===== config.mk =====
export PLATFORM = sky130hd
export DESIGN_NAME = lcd_sequencer
export DESIGN_NICKNAME = d
export VERILOG_FILES = /design/src/rtl/lcd_pkg.sv /design/src/rtl/lcd_sequencer_cursor.sv /design/src/rtl/lcd_sequencer.sv
export SDC_FILE = /design/constraint.sdc
export NUM_CORES = 1
export LEC_CHECK = 0
export ABC_AREA = 1
export ABC_CLOCK_PERIOD_IN_PS = 1300
export BUFFER_PORTS_ARGS = -buffer_cell sky130_fd_sc_hd__buf_4
export CAP_MARGIN = 10
export CORE_MARGIN = 2
export CORE_UTILIZATION = 45
export CTS_BUF_LIST = sky130_fd_sc_hd__clkbuf_8
export CTS_CLUSTER_DIAMETER = 80
export CTS_CLUSTER_SIZE = 40
export DETAILED_ROUTE_END_ITERATION = 16
export PLACE_DENSITY = 0.77
export SLEW_MARGIN = 20
export SYNTH_ARGS = -nofsm -noshare
export SYNTH_HDL_FRONTEND = slang
export SYNTH_SLANG_ARGS = --single-unit
export TNS_END_PERCENT = 10

===== constraint.sdc =====
create_clock -name clk -period 1.3 [get_ports clk]
set_input_delay 0.26 -clock clk [delete_from_list [all_inputs] [get_ports clk]]
set_output_delay 0.26 -clock clk [all_outputs]
set_load 0.01 [all_outputs]

===== src/rtl/lcd_pkg.sv =====
// Shared definitions for the LCD command sequencer: state and transfer
// encodings, timing constants, command codes, the lcd_din field layout
// and the fixed init ROM.
package lcd_pkg;

   // Timing at 22.1184 MHz
   localparam logic [18:0] PWRUP_CYC = 19'd331776;  // 15 ms power-up wait
   localparam logic [16:0] DLY_SHORT = 17'd885;     // 40 us ordinary write
   localparam logic [16:0] DLY_LONG  = 17'd36275;   // 1.64 ms clear / home

   // Panel geometry: 16x2
   localparam int unsigned COLS = 16;

   // HD44780 command codes used by the sequencer
   localparam logic [7:0] CMD_CLEAR = 8'h01;
   localparam logic [7:0] CMD_HOME  = 8'h02;
   localparam logic [7:0] CMD_LINE0 = 8'h80;
   localparam logic [7:0] CMD_LINE1 = 8'hC0;

   // Init sequence length and index of its last entry
   localparam int unsigned INIT_LEN  = 4;
   localparam logic [1:0]  INIT_LAST = 2'(INIT_LEN - 1);

   typedef enum logic [2:0] {
      ST_PWRUP,
      ST_INIT,
      ST_IDLE,
      ST_SEND,
      ST_WAIT,
      ST_WRAP
   } state_t;

   // What the transfer currently in flight was issued for
   typedef enum logic [1:0] {
      XF_INIT,
      XF_HOST,
      XF_WRAP
   } xfer_t;

   // lcd_din layout: [25:9] post-write delay, [8] rs, [7:0] data
   typedef struct packed {
      logic [16:0] delay;
      logic        rs;
      logic [7:0]  data;
   } din_t;

   // Clear and home need the long post-write delay; everything else is short
   function automatic logic is_long_cmd(input logic rs, input logic [7:0] data);
      return !rs && ((data == CMD_CLEAR) || (data == CMD_HOME));
   endfunction

   function automatic din_t make_din(input logic [16:0] delay, input logic rs,
                                     input logic [7:0] data);
      din_t d;
      d.delay = delay;
      d.rs    = rs;
      d.data  = data;
      return d;
   endfunction

   // Init ROM, {rs, data}: function set, display on, clear, entry mode
   function automatic logic [8:0] init_rom(input logic [1:0] idx);
      logic [8:0] entry;
      case (idx)
         2'd0:    entry = {1'b0, 8'h38};
         2'd1:    entry = {1'b0, 8'h0C};
         2'd2:    entry = {1'b0, CMD_CLEAR};
         default: entry = {1'b0, 8'h06};
      endcase
      return entry;
   endfunction

endpackage


===== src/rtl/lcd_sequencer_cursor.sv =====
// Cursor tracker for a 16x2 panel: column counter with line toggle on
// wrap, absolute load from a set-DDRAM-address command, and clear.
module lcd_cursor
   import lcd_pkg::*;
(
   input  logic       clk,
   input  logic       rst,
   input  logic       clr,        // cursor to line 0, col 0
   input  logic       load,       // absolute position from DDRAM command
   input  logic       load_line,
   input  logic [3:0] load_col,
   input  logic       inc,        // one character written
   output logic       line,
   output logic [3:0] col,
   output logic       at_eol      // next increment wraps to the other line
);

   localparam logic [3:0] COL_LAST = 4'(COLS - 1);

   assign at_eol = (col == COL_LAST);

   // Position register; clear beats load beats increment
   always_ff @(posedge clk or posedge rst) begin
      if (rst) begin
         line <= 1'b0;
         col  <= '0;
      end else if (clr) begin
         line <= 1'b0;
         col  <= '0;
      end else if (load) begin
         line <= load_line;
         col  <= load_col;
      end else if (inc) begin
         if (at_eol) begin
            line <= ~line;
            col  <= '0;
         end else begin
            col <= col + 4'd1;
         end
      end
   end

endmodule


===== src/rtl/lcd_sequencer.sv =====
// LCD command sequencer: power-up wait, fixed init sequence, then
// forwards host command/character requests to the write engine with the
// right post-write delay, inserting a line-address command at line end.
module lcd_sequencer
   import lcd_pkg::*;
#(
   parameter logic [18:0] PWRUP_CYC = lcd_pkg::PWRUP_CYC,
   parameter logic [16:0] DLY_SHORT = lcd_pkg::DLY_SHORT,
   parameter logic [16:0] DLY_LONG  = lcd_pkg::DLY_LONG
)(
   input  logic        clk,
   input  logic        rst,
   input  logic        req,
   input  logic        req_rs,
   input  logic [7:0]  req_data,
   output logic        ready,
   output logic        init_done,
   output logic        lcd_intr,
   output logic [25:0] lcd_din,
   input  logic        lcd_ok
);

   state_t      state;
   xfer_t       xfer;
   logic [18:0] pwr_cnt;
   logic [1:0]  init_idx;
   din_t        din_q;
   logic [8:0]  rom_entry;

   logic        xfer_done;
   logic        cur_clr;
   logic        cur_load;
   logic        cur_inc;
   logic        cur_line;
   logic [3:0]  cur_col;
   logic        cur_at_eol;

   assign lcd_din   = din_q;
   assign rom_entry = init_rom(init_idx);

   // Cursor update strobes, decoded from the transfer that just completed
   always_comb begin
      // NOTE: every output gets a default first so no path infers a latch.
      cur_clr  = 1'b0;
      cur_load = 1'b0;
      cur_inc  = 1'b0;
      xfer_done = (state == ST_WAIT) && lcd_ok;
      if (xfer_done) begin
         case (xfer)
            XF_INIT: cur_clr = (init_idx == INIT_LAST);
            XF_HOST: begin
               if (din_q.rs) begin
                  cur_inc = 1'b1;
               end else if (is_long_cmd(din_q.rs, din_q.data)) begin
                  cur_clr = 1'b1;
               end else if (din_q.data[7]) begin
                  cur_load = 1'b1;
               end
            end
            default: ;  // line-address write: cursor already updated
         endcase
      end
   end

   lcd_cursor u_cursor (
      .clk       (clk),
      .rst       (rst),
      .clr       (cur_clr),
      .load      (cur_load),
      .load_line (din_q.data[6]),
      .load_col  (din_q.data[3:0]),
      .inc       (cur_inc),
      .line      (cur_line),
      .col       (cur_col),
      .at_eol    (cur_at_eol)
   );

   // Sequencer FSM with registered handshake outputs
   always_ff @(posedge clk or posedge rst) begin
      if (rst) begin
         state     <= ST_PWRUP;
         xfer      <= XF_INIT;
         pwr_cnt   <= '0;
         init_idx  <= '0;
         din_q     <= '0;
         ready     <= 1'b0;
         init_done <= 1'b0;
         lcd_intr  <= 1'b0;
      end else begin
         // NOTE: non-blocking throughout; lcd_intr defaults low so it is a
         // single-cycle pulse that rises only on entry to SEND.
         lcd_intr <= 1'b0;
         case (state)
            ST_PWRUP: begin
               if (pwr_cnt == PWRUP_CYC - 19'd1) begin
                  init_idx <= '0;
                  state    <= ST_INIT;
               end else begin
                  pwr_cnt <= pwr_cnt + 19'd1;
               end
            end

            ST_INIT: begin
               din_q    <= make_din(is_long_cmd(rom_entry[8], rom_entry[7:0]) ? DLY_LONG : DLY_SHORT,
                                    rom_entry[8], rom_entry[7:0]);
               xfer     <= XF_INIT;
               lcd_intr <= 1'b1;
               state    <= ST_SEND;
            end

            ST_IDLE: begin
               if (req) begin
                  din_q    <= make_din(is_long_cmd(req_rs, req_data) ? DLY_LONG : DLY_SHORT,
                                       req_rs, req_data);
                  xfer     <= XF_HOST;
                  ready    <= 1'b0;
                  lcd_intr <= 1'b1;
                  state    <= ST_SEND;
               end
            end

            ST_SEND: begin
               state <= ST_WAIT;
            end

            ST_WAIT: begin
               // din_q is held untouched here: the engine reads it until ok
               if (lcd_ok) begin
                  case (xfer)
                     XF_INIT: begin
                        if (init_idx == INIT_LAST) begin
                           init_done <= 1'b1;
                           ready     <= 1'b1;
                           state     <= ST_IDLE;
                        end else begin
                           init_idx <= init_idx + 2'd1;
                           state    <= ST_INIT;
                        end
                     end
                     XF_HOST: begin
                        if (din_q.rs && cur_at_eol) begin
                           state <= ST_WRAP;
                        end else begin
                           ready <= 1'b1;
                           state <= ST_IDLE;
                        end
                     end
                     default: begin
                        ready <= 1'b1;
                        state <= ST_IDLE;
                     end
                  endcase
               end
            end

            ST_WRAP: begin
               // Cursor has already toggled line, so address the new line
               din_q    <= make_din(DLY_SHORT, 1'b0, cur_line ? CMD_LINE1 : CMD_LINE0);
               xfer     <= XF_WRAP;
               lcd_intr <= 1'b1;
               state    <= ST_SEND;
            end

            default: begin
               state <= ST_PWRUP;
            end
         endcase
      end
   end

endmodule


==> results.sh <==
export IMPL_outcome="finished, violations left"
export IMPL_failed_checks="negative setup slack"
export IMPL_synth_area_top_cells="dfrtp_1 (39%), nand2_1 (16%), nor2_1 (6.6%)"
export IMPL_startpoint_type="register"
export IMPL_grtUsageMet3_pct=4.09
export IMPL_async_flop_share_pct=100
export IMPL_setup_viol=43
export IMPL_power_clock_fraction_pct=37.4
export IMPL_hold_slack_ns=0.215
export IMPL_clock_root_buffer="clkbuf_8"
export IMPL_synth_ff_latch_count=46
export IMPL_synthFlopType="dfrtp_1"
export IMPL_largest_net_degree_at_the_start_of_global_routing=25
export IMPL_ios=42
export IMPL_layout_area_overhead_vs_synth_pct=41.9
export IMPL_worstSetupPathType="register to register"
export IMPL_ys_seq_area_share_pct=38.8
export IMPL_r2r_end="pwr_cnt[2]"
export IMPL_timing_final_ws_setup_ns=-0.215
export IMPL_number_of_vias_in_the_routed_layout=3015
export IMPL_buffers_from_clock_root_to_sink_at_most=2
export IMPL_internal_power_uw=1850
export IMPL_holdCritStartpoint="req_rs"
export IMPL_drt_pass1_iter_count=5
export IMPL_first_global_vias=3014
export IMPL_die_h_um=85.2
export IMPL_grt_antenna_before_repair=0
export IMPL_worst_path_cell_trace="nor2_4 -> nand2_1 -> inv_2 -> nand2_8 -> buf_6 -> o21ai_0 -> nand2_1"
export IMPL_critical_path_slowest_cell="dfrtp_2"
export IMPL_globalRouteTotalUtil_pct=22.8
export IMPL_placement_io_buffers=36
export IMPL_worst_setup_path_end_kind="register"
export IMPL_ratio_of_cells_with_drive_above_1_in_the_final_layout_pct=38.9
export IMPL_place_gp_congestion=0.915
export IMPL_power_density_cell_area_nw_per_um2=579
export IMPL_power_uw=2440
export IMPL_finish_net_count=542
export IMPL_final_core_utilization_pct=66.4
export IMPL_synth_top_cell_area_share_pct=38.8
export IMPL_fillerInstances=523
export IMPL_antenna_left=0
export IMPL_power_leakage_uw=0.00211
export IMPL_reg2regPathDepth=7
export IMPL_power_ir_vdd_worst_v=0.000396
export IMPL_wire_length_of_the_first_global_routing_pass_um=13300
export IMPL_cts_sink_count=46
export IMPL_timing_critical_path_slowest_cell_delay_ns=0.45
export IMPL_grt_use_met2_pct=42.8
export IMPL_clk_pin_slew_worst_paths_ns=0.10
export IMPL_max_cap_violations=0
export IMPL_placed_cells=580
export IMPL_rsz0062_at_grt="yes"
export IMPL_die_width_um=85.2
export IMPL_cts_buffers_inserted=5
export IMPL_cts_tree="yes"
export IMPL_finalCriticalPeriod_ns=1.51
export IMPL_antenna_cells_inserted=0
export IMPL_grt_most_used_layer="met2"
export IMPL_fp_dieArea_sq_um=7270
export IMPL_drv_slew=0
export IMPL_number_of_hold_violations_in_the_final_report=0
export IMPL_leading_cell_types_in_the_layout_fill_and_taps_excluded="buf_4 (114), nand2_1 (112), dfrtp_1 (42)"
export IMPL_arrival_time_worst_endpoint_ns=1.72
export IMPL_worstHoldEndpoint="lcd_din[8]"
export IMPL_r2r_start="state[1]"
export IMPL_synth_avg_cell_area_sq_um=7.30
export IMPL_clock_tree_htree_level_count=2
export IMPL_max_freq_mhz=660
export IMPL_global_route_usage_met1_pct=25.4
export IMPL_final_common_cell="buf_4"
export IMPL_finish_cell_count_without_fillers=599
export IMPL_placeableCoreArea_sq_um=6350
export IMPL_synth_cells=407
export IMPL_synth_enable_flop_cells=0
export IMPL_combPwrFrac_pct=4.1
export IMPL_fin_setup_tns_ns=-4.82
export IMPL_critical_path_peak_fanout=6
export IMPL_worst_skew_pair_latency_ns=0.31
export IMPL_hold_path_cell_count=3
export IMPL_hpwl_um=5770
export IMPL_start_util_pct=46.8
export IMPL_period_share_pct=117
export IMPL_power_frac_seq_pct=58.5
export IMPL_vias_per_cell=5.03
export IMPL_sw_frac_of_total_pct=24.2
export IMPL_critPathMostFrequentCell="nand2_1"
export IMPL_post_synth_top_area_cell="dfrtp_1"
export IMPL_synth_cell_types=32
export IMPL_worstHoldPathType="input pin to register"
export IMPL_yosys_warnings=0
export IMPL_routed_wl_um=8040
export IMPL_power_switching_uw=592
export IMPL_drc=0
export IMPL_worst_r2r_setup_slack_ns=-0.21
export IMPL_initialDrtViolationCount=197
export IMPL_floorplan_rows=29
export IMPL_fin_worst_skew_ns=0.0128
export IMPL_worst_ep_required_time_ns=1.50
export IMPL_mappedNetlistArea_sq_um=2970
export IMPL_grt_overflow=0
export IMPL_route_detailed_wl_per_inst_um=13.4
-- metrics by stage --
stage          setup WS (ns)  instance area [sq um]
3_5_place_dp          -0.209                   3830
3_3_place_gp          -0.124                   3830
6_report              -0.215                   4210
2_1_floorplan        -0.0519                   3020
5_1_grt               -0.281                   4210
4_1_cts               -0.100                   4070
-- power groups by stage --
stage	logic, uW	clock network [uW]	registers (uW)
after floorplan	45.8	0	1460
after global routing	112	999	1430
after detailed placement	95.1	0	1460
after global placement	92.8	0	1460
final	99.5	913	1430
after CTS	100	951	1430
-- registers in the layout, summed over array words and instances (netlist names) --
| name | count |
|---|---|
| pwr_cnt | 19 |
| lcd_din | 12 |
| u_cursor.col | 4 |
| state | 3 |
| init_idx | 2 |
| xfer | 2 |
| init_done | 1 |
| lcd_intr | 1 |
| ready | 1 |
| u_cursor.line | 1 |
-- cell usage after synthesis (2+ instances only) --
master    count
nand2_1     123
nand4_1      12
o31ai_1       3
nand2_2       6
ha_1          8
nand3b_1      2
o21ai_0      16
or2_2         2
inv_1        43
o21ai_2       6
a21oi_1       9
buf_6         2
nor3_1        3
dfrtp_1      46
xor2_1        7
nor2_4        2
nor2_1       52
inv_2         2
a22oi_1       5
nand3_1      23
buf_4        16
xnor2_1       6
nor2_2        3
o21a_1        2
-- layer usage --
layer | vias up | part of all wire, % | wire length (um)
met4 | 0 | 1.8 | 148
met1 | 1426 | 40 | 3190
met5 | - | 0 | 0
li1 | 1501 | - | -
met2 | 74 | 55 | 4380
met3 | 14 | 3.9 | 317
-- critical path: cells and delay by family, from the launching register on --
kind,cells,cell delay (ns)
simple gates,4,0.49
flops,1,0.45
buf+inv,2,0.27
compound gates,1,0.19
-- final cells by class --
type	count	area [sq um]	area share, %
well taps	77	96.3	2.29
inverters	46	190	4.51
clock buffers	5	68.8	1.63
flip-flops and latches	46	1160	27.4
multi-input cells	299	1700	40.4
repair buffers	122	971	23.0
repair inverters	1	8.76	0.208
clock inverters	3	21.3	0.505
-- worst max path at each step --
stage               cells after the start      from  slack (ns)              end
finish                                  7  state[1]       -0.21       pwr_cnt[2]
global route                            7  state[1]       -0.28       pwr_cnt[2]
CTS                                     7  state[1]       -0.10  u_cursor.col[0]
global placement                        8  state[0]       -0.12  u_cursor.col[3]
floorplan                               1       rst       -0.05        init_done
detailed placement                      8  state[0]       -0.21  u_cursor.col[0]
-- repair_timing --
action                                 4_1_cts  5_1_grt
setup buffers                                4        4
setup endpoints to repair                   44       45
gates resized for setup                     40       30
cloned                                       1        1
hold buffers                                 1        0
endpoints found under the hold margin       13        0
pin swaps                                    8       10
-- kinds of logic (layout without fill, tap and decap cells) --
kind of cell / count (synthesis) / after routing / synth area share, %
XOR/XNOR: 13 / 13 / 3.83
AND/OR/NAND/NOR: 232 / 232 / 34.0
flip-flops: 46 / 46 / 38.8
AO/OA/AOI/OAI: 41 / 41 / 8.51
other: 1 / 5 / 0.126
adder cells (fa/ha/maj): 8 / 8 / 3.37
buffers and inverters: 66 / 177 / 11.4
Power figures use the tool's default switching activity.
